--- src/rtl/piso_pkg.sv ---
// Shared types and frame-length helper for the PISO serializer.
// Build option: define PISO_PARITY_EN to append an even-parity bit to every frame.
package piso_pkg;

`ifdef PISO_PARITY_EN
  typedef enum logic [1:0] {
    IDLE   = 2'd0,
    SHIFT  = 2'd1,
    PARITY = 2'd2
  } piso_state_t;

  localparam int PARITY_BITS = 1;
`else
  typedef enum logic [1:0] {
    IDLE  = 2'd0,
    SHIFT = 2'd1
  } piso_state_t;

  localparam int PARITY_BITS = 0;
`endif

  // Serial bits per frame for a given data width.
  function automatic int frame_len(input int width);
    return width + PARITY_BITS;
  endfunction

endpackage

--- src/rtl/piso_bit_counter.sv ---
// Loadable down-counter that tracks the bits left in a frame.
// is_one is registered so that it can drive the last output directly.
module piso_bit_counter #(
  parameter int CW = 4
) (
  input  logic          clk,
  input  logic          rst_n,
  input  logic          load,
  input  logic [CW-1:0] load_val,
  input  logic          dec,
  output logic [CW-1:0] count,
  output logic          is_one
);

  logic [CW-1:0] cnt_nxt;

  // A load takes priority over a decrement on the same edge.
  always_comb begin
    cnt_nxt = count;
    if (load) begin
      cnt_nxt = load_val;
    end else if (dec && (count != '0)) begin
      cnt_nxt = count - CW'(1);
    end
  end

  always_ff @(posedge clk or negedge rst_n) begin
    if (!rst_n) begin
      count  <= '0;
      is_one <= 1'b0;
    end else begin
      count  <= cnt_nxt;
      is_one <= (cnt_nxt == CW'(1));
    end
  end

endmodule

--- src/rtl/piso_serializer.sv ---
// Parallel-in/serial-out serializer with a valid/ready load and per-word bit order.
// Build option: PISO_PARITY_EN adds a trailing even-parity bit (state PARITY).
module piso_serializer
  import piso_pkg::*;
#(
  parameter int WIDTH = 8,
  parameter int CNT_W = $clog2(WIDTH + 1)
) (
  input  logic             clk,
  input  logic             rst_n,
  input  logic [WIDTH-1:0] din,
  input  logic             lsb_first,
  input  logic             load_valid,
  output logic             load_ready,
  input  logic             shift_en,
  output logic             q,
  output logic             q_valid,
  output logic             last,
  output logic             busy
);

  // Extra counter bit keeps WIDTH+1 representable when parity is enabled.
  localparam int            CW            = CNT_W + PARITY_BITS;
  localparam logic [CW-1:0] LEN           = CW'(frame_len(WIDTH));
  localparam logic [CW-1:0] DATA_LAST_CNT = CW'(1 + PARITY_BITS);

  piso_state_t      state, state_nxt;
  logic [WIDTH-1:0] sreg;
  logic             lsb_r;
`ifdef PISO_PARITY_EN
  logic             par_r;
`endif
  logic             load_acc;
  logic             xfer;
  logic             data_last;
  logic [CW-1:0]    count;

  assign load_ready = rst_n && ((state == IDLE) || (last && shift_en));
  assign load_acc   = load_valid && load_ready;
  assign xfer       = q_valid && shift_en;
  assign data_last  = (count == DATA_LAST_CNT);

  piso_bit_counter #(
    .CW(CW)
  ) u_cnt (
    .clk     (clk),
    .rst_n   (rst_n),
    .load    (load_acc),
    .load_val(LEN),
    .dec     (xfer),
    .count   (count),
    .is_one  (last)
  );

  always_ff @(posedge clk or negedge rst_n) begin
    if (!rst_n) begin
      state <= IDLE;
    end else begin
      state <= state_nxt;
    end
  end

  always_comb begin
    state_nxt = state;
    case (state)
      IDLE: begin
        if (load_acc) state_nxt = SHIFT;
      end
      SHIFT: begin
        if (xfer && data_last) begin
`ifdef PISO_PARITY_EN
          state_nxt = PARITY;
`else
          state_nxt = load_acc ? SHIFT : IDLE;
`endif
        end
      end
`ifdef PISO_PARITY_EN
      PARITY: begin
        if (xfer) state_nxt = load_acc ? SHIFT : IDLE;
      end
`endif
      default: state_nxt = IDLE;
    endcase
  end

  // Word storage carries no reset; q_valid gates everything it feeds.
  always_ff @(posedge clk) begin
    if (load_acc) begin
      sreg  <= din;
      lsb_r <= lsb_first;
`ifdef PISO_PARITY_EN
      par_r <= ^din;
`endif
    end else if (xfer) begin
      sreg <= lsb_r ? (sreg >> 1) : (sreg << 1);
    end
  end

  always_ff @(posedge clk or negedge rst_n) begin
    if (!rst_n) begin
      q       <= 1'b0;
      q_valid <= 1'b0;
      busy    <= 1'b0;
    end else begin
      q_valid <= (state_nxt != IDLE);
      busy    <= (state_nxt != IDLE);
      if (load_acc) begin
        q <= lsb_first ? din[0] : din[WIDTH-1];
      end else if (xfer) begin
        if (state_nxt == SHIFT) begin
          q <= lsb_r ? sreg[1] : sreg[WIDTH-2];
`ifdef PISO_PARITY_EN
        end else if (state_nxt == PARITY) begin
          q <= par_r;
`endif
        end else begin
          q <= 1'b0;
        end
      end
    end
  end

endmodule
--- config.mk ---
export PLATFORM = sky130hd
export DESIGN_NAME = piso_serializer
export DESIGN_NICKNAME = d
export VERILOG_FILES = /design/src/rtl/piso_pkg.sv /design/src/rtl/piso_bit_counter.sv /design/src/rtl/piso_serializer.sv
export SDC_FILE = /design/constraint.sdc
export NUM_CORES = 1
export LEC_CHECK = 0
export CAP_MARGIN = 20
export CORE_ASPECT_RATIO = 0.75
export CORE_UTILIZATION = 49
export CTS_CLUSTER_SIZE = 14
export DETAILED_ROUTE_END_ITERATION = 8
export MAX_ROUTING_LAYER = met4
export PLACE_DENSITY_LB_ADDON = 0.1
export SLEW_MARGIN = 30
export SYNTH_ARGS = -nofsm -noshare
export SYNTH_HDL_FRONTEND = slang
export SYNTH_HIERARCHICAL = 1
export SYNTH_SLANG_ARGS = --single-unit
--- constraint.sdc ---
create_clock -name clk -period 3.65 [get_ports clk]
set_input_delay 0.73 -clock clk [delete_from_list [all_inputs] [get_ports clk]]
set_output_delay 0.73 -clock clk [all_outputs]
set_load 0.005 [all_outputs]
==> run metrics, run 1 <==
status finished, final reports clean; Initial Utilization 55.8%; unrepaired setup endpoints after global routing false; FF-to-FF End u_cnt/is_one; total inserted antenna cells 0; routed vias/inst 5.52; R2R depth 7; TritonCTS clock tree built; Top FF cell, synth edfxtp_1; CP Data Required Time 2.92 ns; register area 495 um^2; die area 2280 um^2; dpl cell area 1220 um^2; Pleak 0.514 nW; Post-CTS Resized 0; max-slew violation count 0; deepest clock path buffer count 2; IO Pins 18; critical path peak fanout 3; DR WL/cell 15.5 um; setup violators final 0; EDFF count, synth 9; Tcrit/Tclk final 75.4%; Multi-input gate area 493 um^2; fmax 0.363 GHz; Startpoint Class primary input; Total Wirelength 1900 um; Final #Nets 116; CTS Buf Count 3; die height 41.6 um; pin count of the biggest net entering global routing 13; count of max-cap constraint violations 0; first-pass GRT wire length 3150 um; H-tree depth 1; antenna violations before repair 0; Setup crit end kind output pin; Port Buffers 17; synth-to-layout area growth 22.6%; Reg2Reg Setup Slack 1.68 ns; DP HPWL 1410 um; Yosys warning count 6; Seq cells post-synth 18; Tmin final 2.75 ns; global route overflow 0; FP Rows 13; drc violations 0; Fin Setup TNS 0 ns; WS Path Type primary input to output pin; Mean Syn Cell Area 13.0 um^2; Hold Vio Cnt, Final 0; area of the mapped netlist 1020 um^2; Critical Path AT 2.02 ns; # clock sinks 18; skew final 0.00222 ns; Vias 679; layout cell share with drive strength beyond 1 29.7%; Design Area, Final 1260 um^2; count of cell types in the netlist 30; Worst-path clk slew 0.10 ns; total core area 1840 um^2; Mapped Cells 79; most frequent cells in the layout clkdlybuf4s50_1 (17), mux2_2 (14), dfrtp_1 (9), edfxtp_1 (9), nand2_1 (6); Worst Hold Class flip-flop to flip-flop; pwr dens 459 nW/um^2; commonest non-fill, non-tap cell in the layout clkdlybuf4s50_1; cell count of the worst hold path 1; DRT Pass-1 Iters 4; total setup buffers inserted after CTS 0; vias in the first global route 666; critical path startpoint shift_en; Filler cells 140; hold buffers post-CTS 0; r2r startpoint state[1]; CTS root buf clkbuf_4; crit path capture load_ready; post-route ant nets 0; RePlAce Congestion 0.792; Total Routing Usage GR 20.8%; VDD IR-drop max 395 uV; chip width 54.8 um; clk_lat worst skew 0.30 ns; Async S/R FF share, synth 50.0%; register area share after synthesis 48.4%; initial drt markers 10
==> worst min path at each step <==
stage               end  startpoint  slack (ns)
2_1_floorplan      busy       rst_n        0.43
3_3_place_gp   state[0]    state[1]        0.49
3_5_place_dp   state[0]    state[1]        0.49
4_1_cts            busy    state[1]        0.50
5_1_grt            busy    state[1]        0.53
6_report           busy    state[1]        0.50
==> cell type report <==
class	count	area share [%]
clock buffer	4	2.89
sequential	18	39.4
inverter	5	1.49
multi-input combinational	55	39.2
timing repair buffer	19	14.7
tap	22	2.19
==> kinds of logic after synthesis <==
group	after synthesis	share of synthesized area, %
fa+ha+maj	1	1.22
mux	17	18.3
other cells	2	0.733
compound gates	13	10.4
flops	18	48.4
simple gates	19	16.4
buf+inv	9	4.64
==> critical path: stages <==
cell             delay (ns)
clkdlybuf4s50_1        0.53
o2bb2ai_2              0.14
and2_1                 0.14
clkdlybuf4s50_1        0.49
==> per-stage QoR <==
stage	worst slack, ns	hold WS [ns]	instances	power [mW]	util [%]
final	0.898	0.497	123	0.576	68.3
after global routing	0.852	0.528	123	0.615	68.3
after CTS	0.889	0.502	123	0.580	68.3
after detailed placement	0.866	0.489	119	0.454	66.4
after global placement	0.919	0.486	119	0.448	66.4
after floorplan	1.56	0.434	82	0.395	-
==> synth_stat cells (2+ instances only) <==
cell type	number	area share, %
mux2_2	14	15
dfrtp_1	9	22
edfxtp_1	9	26
nand2_1	6	2.2
a21oi_1	5	2.4
inv_1	5	1.8
mux2i_1	3	2.9
and4b_1	2	2.0
buf_2	2	0.98
conb_1	2	0.73
nor4b_4	2	4.6
o21ai_2	2	1.7
==> flip-flops by register name, summed over array words and instances, names as in the netlist <==
signal / count
lsb_r: 1
u_cnt/is_one: 1
u_cnt/count: 4
busy: 1
state: 2
sreg: 8
q: 1
==> routing by layer <==
layer	routed length, um	up-vias	global-route usage, %
li1	-	329	-
met1	924	322	28.7
met2	813	19	26.7
met3	101	9	8.42
met4	63	0	8.21
met5	0	-	-
==> report_power, final <==
| group | total [mW] | switching (mW) | leakage [nW] | internal [mW] |
|---|---|---|---|---|
| Clock | 0.126 | 0.0647 | 0.0210 | 0.0609 |
| Combinational | 0.165 | 0.0695 | 0.296 | 0.0958 |
| Sequential | 0.285 | 0.0373 | 0.197 | 0.248 |
| Total | 0.576 | 0.172 | 0.514 | 0.405 |
Power figures use the tool's default switching activity.
==> run 2: changes to the inputs <==
- clock period: 3.65 -> 2.55 ns (I/O delays scaled with it)
==> run metrics, run 2 (synthesis gave the netlist of run 1 again) <==
Hold Path End busy (unchanged); CP dominant cell by count clkdlybuf4s50_1 (unchanged); first-pass GRT wire length 3110 um (was 3150 um); Total Wirelength 1910 um (was 1900 um); Worst-path clk slew 0.11 ns (was 0.10 ns); Initial Utilization 55.8% (unchanged); # clock sinks 18 (unchanged); total inserted antenna cells 0 (unchanged); global route overflow 0 (unchanged); drc violations 0 (unchanged); Port Buffers 17 (unchanged); Worst Hold Class flip-flop to flip-flop (unchanged); count of max-cap constraint violations 0 (unchanged); WS Path Type primary input to output pin (unchanged); Tmin final 2.29 ns; TritonCTS clock tree built (unchanged); Vias 674 (was 679); max FFs per register 8 (unchanged); die area 2280 um^2 (unchanged); R2R depth 6 (was 7); Pleak 0.524 nW (was 0.514 nW); vias in the first global route 690 (was 666); Levels on crit path 4 (unchanged); setup violators final 0 (unchanged); fmax 0.437 GHz; total setup buffers inserted after CTS 0 (unchanged); layout cell share with drive strength beyond 1 31.1% (was 29.7%); Hold Vio Cnt, Final 0 (unchanged); Multi-input gate area 493 um^2 (unchanged); register area 495 um^2 (unchanged); r2r startpoint u_cnt/count[0] (was state[1]); hold_sp state[1] (unchanged); routed vias/inst 5.39 (was 5.52); synth-to-layout area growth 24.1% (was 22.6%); IO Pins 18 (unchanged); worst path cell trace clkdlybuf4s50_1, o2bb2ai_2, and2_1, clkdlybuf4s50_1 (unchanged); die height 41.6 um (unchanged); pwr dens 655 nW/um^2 (was 459 nW/um^2); cell count of the worst hold path 1 (unchanged); dpl cell area 1230 um^2 (was 1220 um^2); FF-to-FF End u_cnt/is_one (unchanged); Total Routing Usage GR 20.4% (was 20.8%); FP Rows 13 (unchanged); max-slew violation count 0 (unchanged); CP delay by family, top buffers and inverters (unchanged); Setup crit end kind output pin (unchanged); unrepaired setup endpoints after global routing false (unchanged); Design Area, Final 1270 um^2 (was 1260 um^2); slowest stage delay, CP 0.51 ns (was 0.53 ns); Top Registers sreg x8, u_cnt/count x4, state x2 (unchanged); status finished, final reports clean (unchanged); Top reg by flops sreg (unchanged); antenna violations before repair 0 (unchanged); Startpoint Class primary input (unchanged); clk_lat worst skew 0.30 ns (about the same); Final #Nets 118 (was 116); most frequent cells in the layout clkdlybuf4s50_1 (17), mux2_2 (14), dfrtp_1 (9), edfxtp_1 (9), nand2_1 (6) (unchanged); post-route ant nets 0 (unchanged); commonest non-fill, non-tap cell in the layout clkdlybuf4s50_1 (unchanged); slowest CP cell clkdlybuf4s50_1 (unchanged); Fin Setup TNS 0 ns (unchanged); total core area 1840 um^2 (unchanged); CTS Buf Count 3 (unchanged); CTS root buf clkbuf_4 (unchanged); DP HPWL 1480 um (was 1410 um); VDD IR-drop max 529 uV (was 395 uV); skew final 0.00608 ns (was 0.00222 ns); chip width 54.8 um (unchanged); Post-CTS Resized 0 (unchanged); CP Data Required Time 2.04 ns (was 2.92 ns); H-tree depth 1 (unchanged); initial drt markers 7 (was 10); hold buffers post-CTS 0 (unchanged); Reg2Reg Setup Slack 0.65 ns (was 1.68 ns); worst path bufs/invs 2 (unchanged); DR WL/cell 15.3 um (was 15.5 um); Tcrit/Tclk final 89.8%; Filler cells 137 (was 140); RePlAce Congestion 0.789 (was 0.792); DRT Pass-1 Iters 4 (unchanged); deepest clock path buffer count 2 (unchanged); critical path peak fanout 3 (unchanged); Critical Path AT 1.78 ns (was 2.02 ns); pin count of the biggest net entering global routing 12 (was 13)
## run 2: worst max path at each step
stage / start / slack [ns] / to
after floorplan: shift_en / 0.68 / u_cnt/is_one
after global routing: shift_en / 0.21 / load_ready
final: shift_en / 0.26 / load_ready
after CTS: shift_en / 0.25 / load_ready
after global placement: shift_en / 0.28 / load_ready
after detailed placement: shift_en / 0.25 / load_ready
## run 2: report_power, final
part           switching, mW  leakage, nW  internal, mW
clock                 0.0918       0.0210        0.0872
sequential            0.0520        0.197         0.355
combinational          0.106        0.306         0.141
## run 2: per-stage QoR
stage	hold slack, ns	power [mW]	utilization (%)	instances	setup WS (ns)
detailed placement	0.503	0.659	67.2	121	0.249
global route	0.538	0.877	69.2	125	0.205
floorplan	0.214	0.565	-	82	0.683
finish	0.518	0.833	69.2	125	0.259
CTS	0.522	0.833	69.2	125	0.251
global placement	0.476	0.642	67.2	121	0.283
## run 2: cell type report
type | instances | area share (%)
sequential | 18 | 39.0
multi-input combinational | 55 | 38.8
timing repair buffer | 21 | 15.7
clock buffer | 4 | 2.85
tap | 22 | 2.17
inverter | 5 | 1.48
## run 2: routing by layer
layer | global-route usage [%] | vias to the layer above | part of all wire, %
met5 | - | - | 0
met4 | 3.08 | 0 | 0.52
met3 | 7.69 | 4 | 5.2
met2 | 30.6 | 23 | 43
met1 | 26.4 | 313 | 51
li1 | - | 334 | -
